<file path="src/rtl/quadrature_gen_pkg.sv">
// quadrature_gen_pkg
//   Shared definitions for the quadrature pulse generator: register offsets
//   within the iomem page, CTRL bit positions, the two-bit phase encoding and
//   small helpers used by both the top level and the phase FSM.
package quadrature_gen_pkg;

  // Register offsets (iomem_addr[7:0])
  localparam logic [7:0] REG_CTRL     = 8'h00;
  localparam logic [7:0] REG_PERIOD   = 8'h04;
  localparam logic [7:0] REG_STEPS    = 8'h08;
  localparam logic [7:0] REG_POSITION = 8'h0C;

  // CTRL bit indices
  localparam int CTRL_EN_BIT      = 0;
  localparam int CTRL_DIR_BIT     = 1;
  localparam int CTRL_COUNTED_BIT = 2;
  localparam int CTRL_DONE_BIT    = 8;

  // Shortest usable step period in clocks
  localparam logic [31:0] MIN_PERIOD = 32'd2;

  // Phase encoding is {A,B}, so the state register bits drive the pins
  // directly and only one bit differs between neighbouring states.
  typedef enum logic [1:0] {
    P0 = 2'b00,
    P1 = 2'b10,
    P2 = 2'b11,
    P3 = 2'b01
  } phase_t;

  // Next phase for one step; dir=0 walks P0->P1->P2->P3, dir=1 walks back.
  function automatic phase_t next_phase(input phase_t cur, input logic dir);
    phase_t nxt;
    case (cur)
      P0:      nxt = dir ? P3 : P1;
      P1:      nxt = dir ? P0 : P2;
      P2:      nxt = dir ? P1 : P3;
      P3:      nxt = dir ? P2 : P0;
      default: nxt = P0;
    endcase
    return nxt;
  endfunction

  // Merge a bus write into an existing word honouring the byte strobes.
  function automatic logic [31:0] apply_wstrb(input logic [31:0] old_val,
                                              input logic [31:0] wdata,
                                              input logic [3:0]  wstrb);
    logic [31:0] res;
    res = old_val;
    for (int i = 0; i < 4; i++) begin
      if (wstrb[i]) res[8*i +: 8] = wdata[8*i +: 8];
    end
    return res;
  endfunction

endpackage

</file>
<file path="src/rtl/quad_phase_fsm.sv">
// quad_phase_fsm
//   Step timer plus A/B phase state machine.
//   Ports:
//     clk, resetn : clock, asynchronous active-low reset
//     step_en     : run request (timer frozen and phase held while low)
//     dir         : 0 = forward, 1 = reverse, used for the step being taken
//     period      : clocks per step, values below 2 behave as 2
//     step        : high in the cycle whose closing edge advances the phase
//     enc_a/enc_b : registered phase outputs
module quad_phase_fsm
  import quadrature_gen_pkg::*;
(
  input  logic        clk,
  input  logic        resetn,
  input  logic        step_en,
  input  logic        dir,
  input  logic [31:0] period,
  output logic        step,
  output logic        enc_a,
  output logic        enc_b
);

  phase_t      phase;
  phase_t      phase_next;
  logic [31:0] cnt;
  logic [31:0] cnt_next;
  logic        en_d;
  logic [31:0] reload;

  assign reload = ((period < MIN_PERIOD) ? MIN_PERIOD : period) - 32'd1;

  // en_d distinguishes the first enabled cycle, so no step can happen on it.
  assign step  = step_en && en_d && (cnt == 32'd0);
  assign enc_a = phase[1];
  assign enc_b = phase[0];

  // State register for the phase, timer and enable history.
  always_ff @(posedge clk or negedge resetn) begin
    if (!resetn) begin
      phase <= P0;
      cnt   <= 32'd0;
      en_d  <= 1'b0;
    end else begin
      phase <= phase_next;
      cnt   <= cnt_next;
      en_d  <= step_en;
    end
  end

  // Next-state logic. The timer is conceptually loaded with reload on the
  // edge that sets EN; since EN is only seen one cycle later, the first
  // enabled cycle takes the already-decremented value reload-1.
  always_comb begin
    phase_next = phase;
    cnt_next   = cnt;
    if (step_en) begin
      if (!en_d) begin
        cnt_next = reload - 32'd1;
      end else if (cnt == 32'd0) begin
        cnt_next   = reload;
        phase_next = next_phase(phase, dir);
      end else begin
        cnt_next = cnt - 32'd1;
      end
    end
  end

endmodule

</file>
<file path="src/rtl/quadrature_gen.sv">
// quadrature_gen
//   Programmable quadrature pulse generator on the PicoSoC iomem bus.
//   Ports:
//     clk, resetn          : clock, asynchronous active-low reset
//     iomem_valid/ready    : request / one-cycle acknowledge
//     iomem_wstrb          : byte strobes, 0 = read
//     iomem_addr/wdata     : byte address / write data
//     iomem_rdata          : read data, valid while iomem_ready is high
//     enc_a, enc_b         : quadrature phase outputs
//     done_pulse           : one-cycle pulse when a counted run finishes
module quadrature_gen
  import quadrature_gen_pkg::*;
#(
  parameter logic [23:0] BASE_PAGE      = 24'h03000A,
  parameter logic [31:0] DEFAULT_PERIOD = 32'd1600
) (
  input  logic        clk,
  input  logic        resetn,
  input  logic        iomem_valid,
  output logic        iomem_ready,
  input  logic [3:0]  iomem_wstrb,
  input  logic [31:0] iomem_addr,
  input  logic [31:0] iomem_wdata,
  output logic [31:0] iomem_rdata,
  output logic        enc_a,
  output logic        enc_b,
  output logic        done_pulse
);

  logic        ctrl_en;
  logic        ctrl_dir;
  logic        ctrl_counted;
  logic        ctrl_done;
  logic [31:0] period;
  logic [31:0] steps;
  logic [31:0] position;

  logic        take;
  logic        wr;
  logic [7:0]  offset;
  logic        steps_wr;
  logic        pos_wr;
  logic        step_en;
  logic        step;
  logic        zero_start;
  logic        run_done;
  logic [31:0] rd_word;

  assign offset   = iomem_addr[7:0];
  assign take     = iomem_valid && !iomem_ready && (iomem_addr[31:8] == BASE_PAGE);
  assign wr       = take && (iomem_wstrb != 4'b0000);
  assign steps_wr = wr && (offset == REG_STEPS);
  assign pos_wr   = wr && (offset == REG_POSITION);

  // In counted mode an exhausted STEPS count blocks stepping altogether.
  assign step_en    = ctrl_en && !(ctrl_counted && (steps == 32'd0));
  // Enabled counted run with nothing left to do: finish without stepping.
  assign zero_start = ctrl_en && ctrl_counted && (steps == 32'd0) && !steps_wr;
  assign run_done   = (step && ctrl_counted && (steps == 32'd1) && !steps_wr) || zero_start;

  quad_phase_fsm u_phase (
    .clk     (clk),
    .resetn  (resetn),
    .step_en (step_en),
    .dir     (ctrl_dir),
    .period  (period),
    .step    (step),
    .enc_a   (enc_a),
    .enc_b   (enc_b)
  );

  // Read multiplexer; unmapped offsets read as zero.
  always_comb begin
    rd_word = 32'd0;
    case (offset)
      REG_CTRL: begin
        rd_word[CTRL_EN_BIT]      = ctrl_en;
        rd_word[CTRL_DIR_BIT]     = ctrl_dir;
        rd_word[CTRL_COUNTED_BIT] = ctrl_counted;
        rd_word[CTRL_DONE_BIT]    = ctrl_done;
      end
      REG_PERIOD:   rd_word = period;
      REG_STEPS:    rd_word = steps;
      REG_POSITION: rd_word = position;
      default:      rd_word = 32'd0;
    endcase
  end

  // Bus acknowledge and registered read data.
  always_ff @(posedge clk or negedge resetn) begin
    if (!resetn) begin
      iomem_ready <= 1'b0;
      iomem_rdata <= 32'd0;
    end else begin
      iomem_ready <= take;
      iomem_rdata <= take ? rd_word : 32'd0;
    end
  end

  // Register file with step bookkeeping. A bus write to STEPS or POSITION
  // overrides the update from a coincident step. Run completion is applied
  // after any CTRL write so a finished run always halts.
  always_ff @(posedge clk or negedge resetn) begin
    if (!resetn) begin
      ctrl_en      <= 1'b0;
      ctrl_dir     <= 1'b0;
      ctrl_counted <= 1'b0;
      ctrl_done    <= 1'b0;
      period       <= DEFAULT_PERIOD;
      steps        <= 32'd0;
      position     <= 32'd0;
      done_pulse   <= 1'b0;
    end else begin
      done_pulse <= 1'b0;

      if (wr && (offset == REG_CTRL)) begin
        if (iomem_wstrb[0]) begin
          ctrl_en      <= iomem_wdata[CTRL_EN_BIT];
          ctrl_dir     <= iomem_wdata[CTRL_DIR_BIT];
          ctrl_counted <= iomem_wdata[CTRL_COUNTED_BIT];
        end
        ctrl_done <= 1'b0;
      end

      if (wr && (offset == REG_PERIOD)) begin
        period <= apply_wstrb(period, iomem_wdata, iomem_wstrb);
      end

      if (steps_wr) begin
        steps <= apply_wstrb(steps, iomem_wdata, iomem_wstrb);
      end else if (step && ctrl_counted) begin
        steps <= steps - 32'd1;
      end

      if (pos_wr) begin
        position <= apply_wstrb(position, iomem_wdata, iomem_wstrb);
      end else if (step) begin
        position <= ctrl_dir ? (position - 32'd1) : (position + 32'd1);
      end

      if (run_done) begin
        ctrl_en    <= 1'b0;
        ctrl_done  <= 1'b1;
        done_pulse <= 1'b1;
      end
    end
  end

endmodule

</file>
<file path="config.mk">
export PLATFORM = sky130hd
export DESIGN_NAME = quadrature_gen
export DESIGN_NICKNAME = d
export VERILOG_FILES = /design/src/rtl/quadrature_gen_pkg.sv /design/src/rtl/quad_phase_fsm.sv /design/src/rtl/quadrature_gen.sv
export SDC_FILE = /design/constraint.sdc
export NUM_CORES = 1
export LEC_CHECK = 0
export CAP_MARGIN = 20
export CORE_MARGIN = 1
export CORE_UTILIZATION = 60
export DETAILED_ROUTE_END_ITERATION = 6
export PLACE_DENSITY_LB_ADDON = 0.15
export SYNTH_ARGS = -nofsm -noshare
export SYNTH_HDL_FRONTEND = slang
export SYNTH_SLANG_ARGS = --single-unit
export TNS_END_PERCENT = 10
</file>
<file path="constraint.sdc">
create_clock -name clk -period 11.37 [get_ports clk]
set_input_delay 1.137 -clock clk [delete_from_list [all_inputs] [get_ports clk]]
set_output_delay 1.137 -clock clk [all_outputs]
set_load 0.01 [all_outputs]
</file>
After elaboration in Yosys (flattened, before gate mapping)
Cells that the tools add are included.

cells by class
  $add $sub $neg = 6
  magnitude comparators = 1
  equality and inequality tests = 16
  muxes and demuxes = 28
  reduce and logical (&&, ||, !) cells = 45

operators with widths
  operator                                                                       number
  32-bit two-way mux                                                             9
  32-bit by 1-bit subtractor with 32-bit output, second input constant           5
  23-bit one-hot mux with 3 select lines                                         1
  32-bit zero test                                                               2
  32-bit by 1-bit adder with 32-bit output, second input constant                1
  32-bit by 1-bit equality test with 1-bit output, second input constant         1
  32-bit by 2-bit less-than comparator with 1-bit output, second input constant  1
  8-bit two-way mux                                                              4
  2-bit AND reduction                                                            14
  24-bit by 18-bit equality test with 1-bit output, second input constant        1
  1-bit logical AND                                                              17
  8-bit by 4-bit equality test with 1-bit output, second input constant          2
  2-bit != test, second input constant                                           8
  5-bit one-hot mux with 3 select lines                                          1
  3-bit one-hot mux with 4 select lines                                          1
  8-bit by 3-bit equality test with 1-bit output, second input constant          1
  8-bit zero test                                                                1
  2-bit two-way mux                                                              4
  2-bit one-hot mux with 4 select lines                                          1
  2-bit nonzero test                                                             4
  1-bit two-way mux                                                              6
  2-bit equality test, second input constant                                     2
  1-bit one-hot mux with 4 select lines                                          1
  4-bit nonzero test                                                             1
  other kinds (5)                                                                7

storage, ports and cells
  bits in registers = 169
  input port bits = 71
  output and inout port bits = 36
  word-level logic and storage cells = 118

Logic depth before layout (Yosys ltp)
  depth after elaboration = 12
  depth in mapped cells = 17
  depth with buffers taken out = 15

By module
From an unflattened synthesis, not the netlist that was laid out.

second synthesis, totals
  cell total of the unflattened synthesis = 1,407
  area total of the unflattened synthesis = 12,319.3 um2

modules (own cells, without submodules)
  module          times used  cells each  area an instance (um2)  seq. area each (um2)
  quadrature_gen  1           862         8,166.6                 3,357.0
  quad_phase_fsm  1           545         4,152.7                 875.8

Worst setup path before layout
No wires, ideal clock.

  kind = flip-flop to flip-flop
  start = reg period[27]
  end = reg u_phase.cnt[27]
  setup time = 141 ps
  arrival = 4,527 ps
  required time = 11,229 ps
  slack = 6,702 ps
  stages on the path, launching flop included = 17
  path buffers = 1
  period minus slack after synthesis = 4,668 ps
  cells stage by stage = dfrtp_1 > or4_4 > or4_1 > buf_2 > o31a_1 > inv_1 > ha_1 > nor3b_1 > nand3_1 > or3_1 > xnor2_1 > nor4_2 > and4bb_2 > nand3_1 > nor2_1 > xor2_1 > o221ai_1

on the way
  cells in the longest elaborated chain, start to end = 5
  elaborated cells between the ends (all ways) = 6
  those cells by class = 2 x add/sub; 1 x order compare; 3 x mux

ends and longest elaborated chain
  what                                                                                        RTL line                                    text
  from (decl)                                                                                 quadrature_gen.sv:34                        logic [31:0] period;
  from (signal assigned)                                                                      quadrature_gen.sv:126                       period <= apply_wstrb(period, iomem_wdata, iomem_wstrb);
  32-bit by 2-bit less-than comparator with 1-bit output                                      quad_phase_fsm.sv:30                        assign reload = ((period < MIN_PERIOD) ? MIN_PERIOD : period) - 32'd1;
  32-bit two-way mux (*)                                                                      quad_phase_fsm.sv:30
  32-bit by 1-bit subtractor with 32-bit output (*)                                           quad_phase_fsm.sv:30
  32-bit by 1-bit subtractor with 32-bit output / 32-bit two-way mux (equally long branches)  quad_phase_fsm.sv:58, quad_phase_fsm.sv:59
  32-bit two-way mux (*)                                                                      quad_phase_fsm.sv:57                        if (!en_d) begin
  to (signal assigned)                                                                        quad_phase_fsm.sv:45                        cnt <= cnt_next;
  to (decl)                                                                                   quad_phase_fsm.sv:25                        logic [31:0] cnt;

Every way passes the cells marked *; elsewhere a longest branch is shown, timed or not.
A chain may end at the register's enable or synchronous reset.

Worst setup path after layout
  start = reg period[14]
  end = reg u_phase.cnt[27]

The elaborated chain is that of the path after synthesis.

==> results.yml <==
status:
  status: "finished, final reports clean"
pwr:
  internal-power_w: 0.000928
  comb_power_share_pct: 5.0
  switching_share_pct: 23.7
  p_sw_w: 0.000288
  seq_power_share_pct: 49.4
  p_per_area_nw_per_um2: 89.0
  vdd_drop_max_uv: 89.8
  total_power_w: 0.00122
  static-leakage-power_nw: 6.07
  clkPwrFrac_pct: 45.5
layout:
  multi_input_area_um2: 7260
  layout-drive-gt1-share_pct: 9.83
  nNetsFinal: 1572
  layout_commonest_cell: "nor2_1"
  antenna_cells: 0
  final_cell_mix: "nor2_1, dfrtp_1, a21oi_1"
  finish.instance_area_um2: 13700
  syn_to_final_growth_pct: 15.5
  register_area_um2: 4230
  fill_cells: 1538
yosys:
  synth_top_family_by_area: "simple AND/OR/NAND/NOR gates"
  async_flop_share_pct: 100
  synthesis.nets: 1494
  syn_area_um2: 11800
  synth_ff_type: "dfrtp_1"
  muxShareOfSynthArea_pct: 7.83
  synth_cell_types: 74
  yosysTopAreaCellShare_pct: 35.1
  ys_warn_count: 0
  synth.area.top_cells: "dfrtp_1, mux2_2, nor2_1, a21oi_1, o21ai_0"
  ys_seq_area_share_pct: 35.8
  synth_compound_area_share_pct: 21.0
  ys_ff_latch: 169
  synth_simple_gate_area_share_pct: 22.0
  syn_area_per_cell_um2: 8.54
  yosysTopAreaCell: "dfrtp_1"
  postSynthCellCount: 1384
  synth_edf_count: 0
  synth_fa_ha_area_share_pct: 4.19
  synth_xor_xnor_area_share_pct: 6.22
sta:
  fin_ws_ps: 5780
  max_freq_mhz: 179
  setup_viol: 0
  tightest_slew_ps: 1170
  drv_slew: 0
  fin_skew_ps: 14.1
  rsz0062_at_grt: "false"
  final-hold-violation-count: 0
  period_share_pct: 49.2
  setup_tns_ps: 0
  period_needed_ps: 5590
  holdWs_ps: 517
  max_slew_margin_pct: 21.9
global_route:
  use_met1_pct: 51.5
  grt_pass1_vias: 10800
  antenna_found_initial: 0
  grt_pass1_wl_mm: 57.8
  grt.met2_usage_pct: 56.3
  overflow: 0
  grt_usage_pct: 36.8
  top_usage_layer: "met2"
  use_met3_pct: 7.67
  grt_max_degree: 66
floorplanning:
  dieArea_um2: 20300
  initial_core_util_pct: 62.2
  io_pins: 107
  rows: 50
  die_w_um: 142
  fp.dieH_um: 142
  coreArea_um2: 19000
clock_tree:
  cts_buffers: 17
  path_clk_slew_ps: 60
  cts_max_path_buffers: 2
  cts_root_buf: "clkbuf_16"
  tritoncts: "done"
  ctsHoldBuffers: 0
  clock_sinks: 169
  post_cts_buffers: 0
  clk_latency_ps: 430
  cts_resized: 0
  h-tree-depth: 4
critical_path:
  crit_arrival_ps: 5860
  crit_family: "simple AND/OR/NAND/NOR gates"
  crit_fanout: 9
  slowest_stage: "nor4_1"
  cp-start-kind: "flop"
  cp-end-kind: "flop"
  worst-setup-path-type: "flop to flop"
  crit_buf_inv: 1
  path_cells: "nor4_1, nand4_2, o31a_1, inv_1, ha_1, nor3b_1, nand3_1, or3_1, xnor2_1, nor4_2, and4bb_2, nand3_1, nor2_1, xor2_1, o221ai_1"
  worstPathRequired_ps: 11640
  max_stage_delay_ps: 810
  crit_top_cell: "nand3_1"
route:
  num_vias: 11400
  wl_per_cell_um: 20.8
  routed_wirelength_mm: 36.2
  antenna_left: 0
  via_per_inst: 6.59
  first_iter_violations: 1259
  first_pass_iters: 7
  drc: 0
placed_design:
  place.gp.congestion: 0.991
  port_buffers: 106
  placed_area_um2: 13100
  post-place-ws_ps: 5970
  dp_hpwl_mm: 26.3
min_path:
  hold_class: "flop to flop"
run:
  maxCapViolCount: 0
==> power by group through the flow <==
| stage | clock network (W) | logic [W] | registers, W |
|---|---|---|---|
| finish | 0.000554 | 0.0000612 | 0.000601 |
| global route | 0.000584 | 0.0000657 | 0.000601 |
| global placement | 0 | 0.0000605 | 0.000612 |
| floorplan | 0 | 0.0000124 | 0.000613 |
| detailed placement | 0 | 0.0000607 | 0.000612 |
| CTS | 0.000558 | 0.0000610 | 0.000601 |
==> state kept, by name, indices dropped and copies added (netlist names) <==
register,flops
iomem_rdata,32
u_phase.phase,2
u_phase.en_d,1
position,32
steps,32
done_pulse,1
ctrl_en,1
ctrl_counted,1
iomem_ready,1
ctrl_done,1
ctrl_dir,1
period,32
u_phase.cnt,32
==> stage by stage <==
| step | util (%) | cells |
|---|---|---|
| floorplan | - | 1384 |
| global placement | 68.9 | 1703 |
| finish | 71.8 | 1735 |
| CTS | 71.8 | 1735 |
| global route | 71.8 | 1735 |
| detailed placement | 68.9 | 1703 |
==> worst min-delay path, cell delays in order (launching register included) <==
cell and delay [ps]:
dfrtp_1 350, a21oi_1 70, o21ai_0 60
==> synth_stat cells, types with 5 or more instances <==
cell / count
nor2_1: 173
dfrtp_1: 166
a21oi_1: 124
nand2_1: 103
o21ai_0: 100
mux2_2: 60
clkbuf_1: 55
xnor2_1: 52
nor3_1: 44
nand3_1: 39
ha_1: 38
a22oi_1: 33
xor2_1: 32
nor4_1: 31
inv_1: 24
nand4_1: 19
nand2b_1: 18
o21a_1: 18
a211oi_1: 17
a21o_1: 17
mux2i_1: 16
nor2b_1: 14
or3_1: 14
o22ai_1: 13
or4_1: 12
a31oi_1: 10
and3_1: 9
o211ai_1: 8
o31ai_1: 8
o221ai_1: 7
or2_2: 7
buf_1: 6
a32oi_1: 5
and2_1: 5
nand3b_1: 5
o31a_1: 5
==> final cells by class <==
class / instances / area share, %
sequential: 169 / 31.0
clock buffer: 21 / 3.44
tap: 260 / 2.38
inverter: 24 / 0.659
multi-input combinational: 1126 / 53.2
timing repair buffer: 124 / 8.73
clock inverter: 11 / 0.650
==> logic make-up (layout without fill, tap and decap cells) <==
group	after synthesis	after routing
AOI/OAI and AO/OA	402	402
xor gates and xnor gates	84	84
adders and majority gates	39	39
buffers and inverters	89	180
DFF	169	169
muxes	80	80
and+or+nand+nor	521	521
==> final timing paths <==
check	start	end	slack (ps)	depth (start not counted)
worst min-delay path	u_phase.cnt[18]	u_phase.cnt[18]	520	2
min in group asynchronous	resetn	u_phase.cnt[5]	700	1
worst max-delay path	period[14]	u_phase.cnt[27]	5780	15
worst min register to register	u_phase.cnt[18]	u_phase.cnt[18]	520	2
max in group asynchronous	resetn	period[15]	9430	2
worst max register to register	period[14]	u_phase.cnt[27]	5780	15
==> routing by layer <==
layer  wire [um]  share of wire, %
met1       15200                42
met2       16200                45
met3        3660                10
met4        1100               3.1
met5           0                 0
Note: power is estimated with default switching activity, not from simulation.
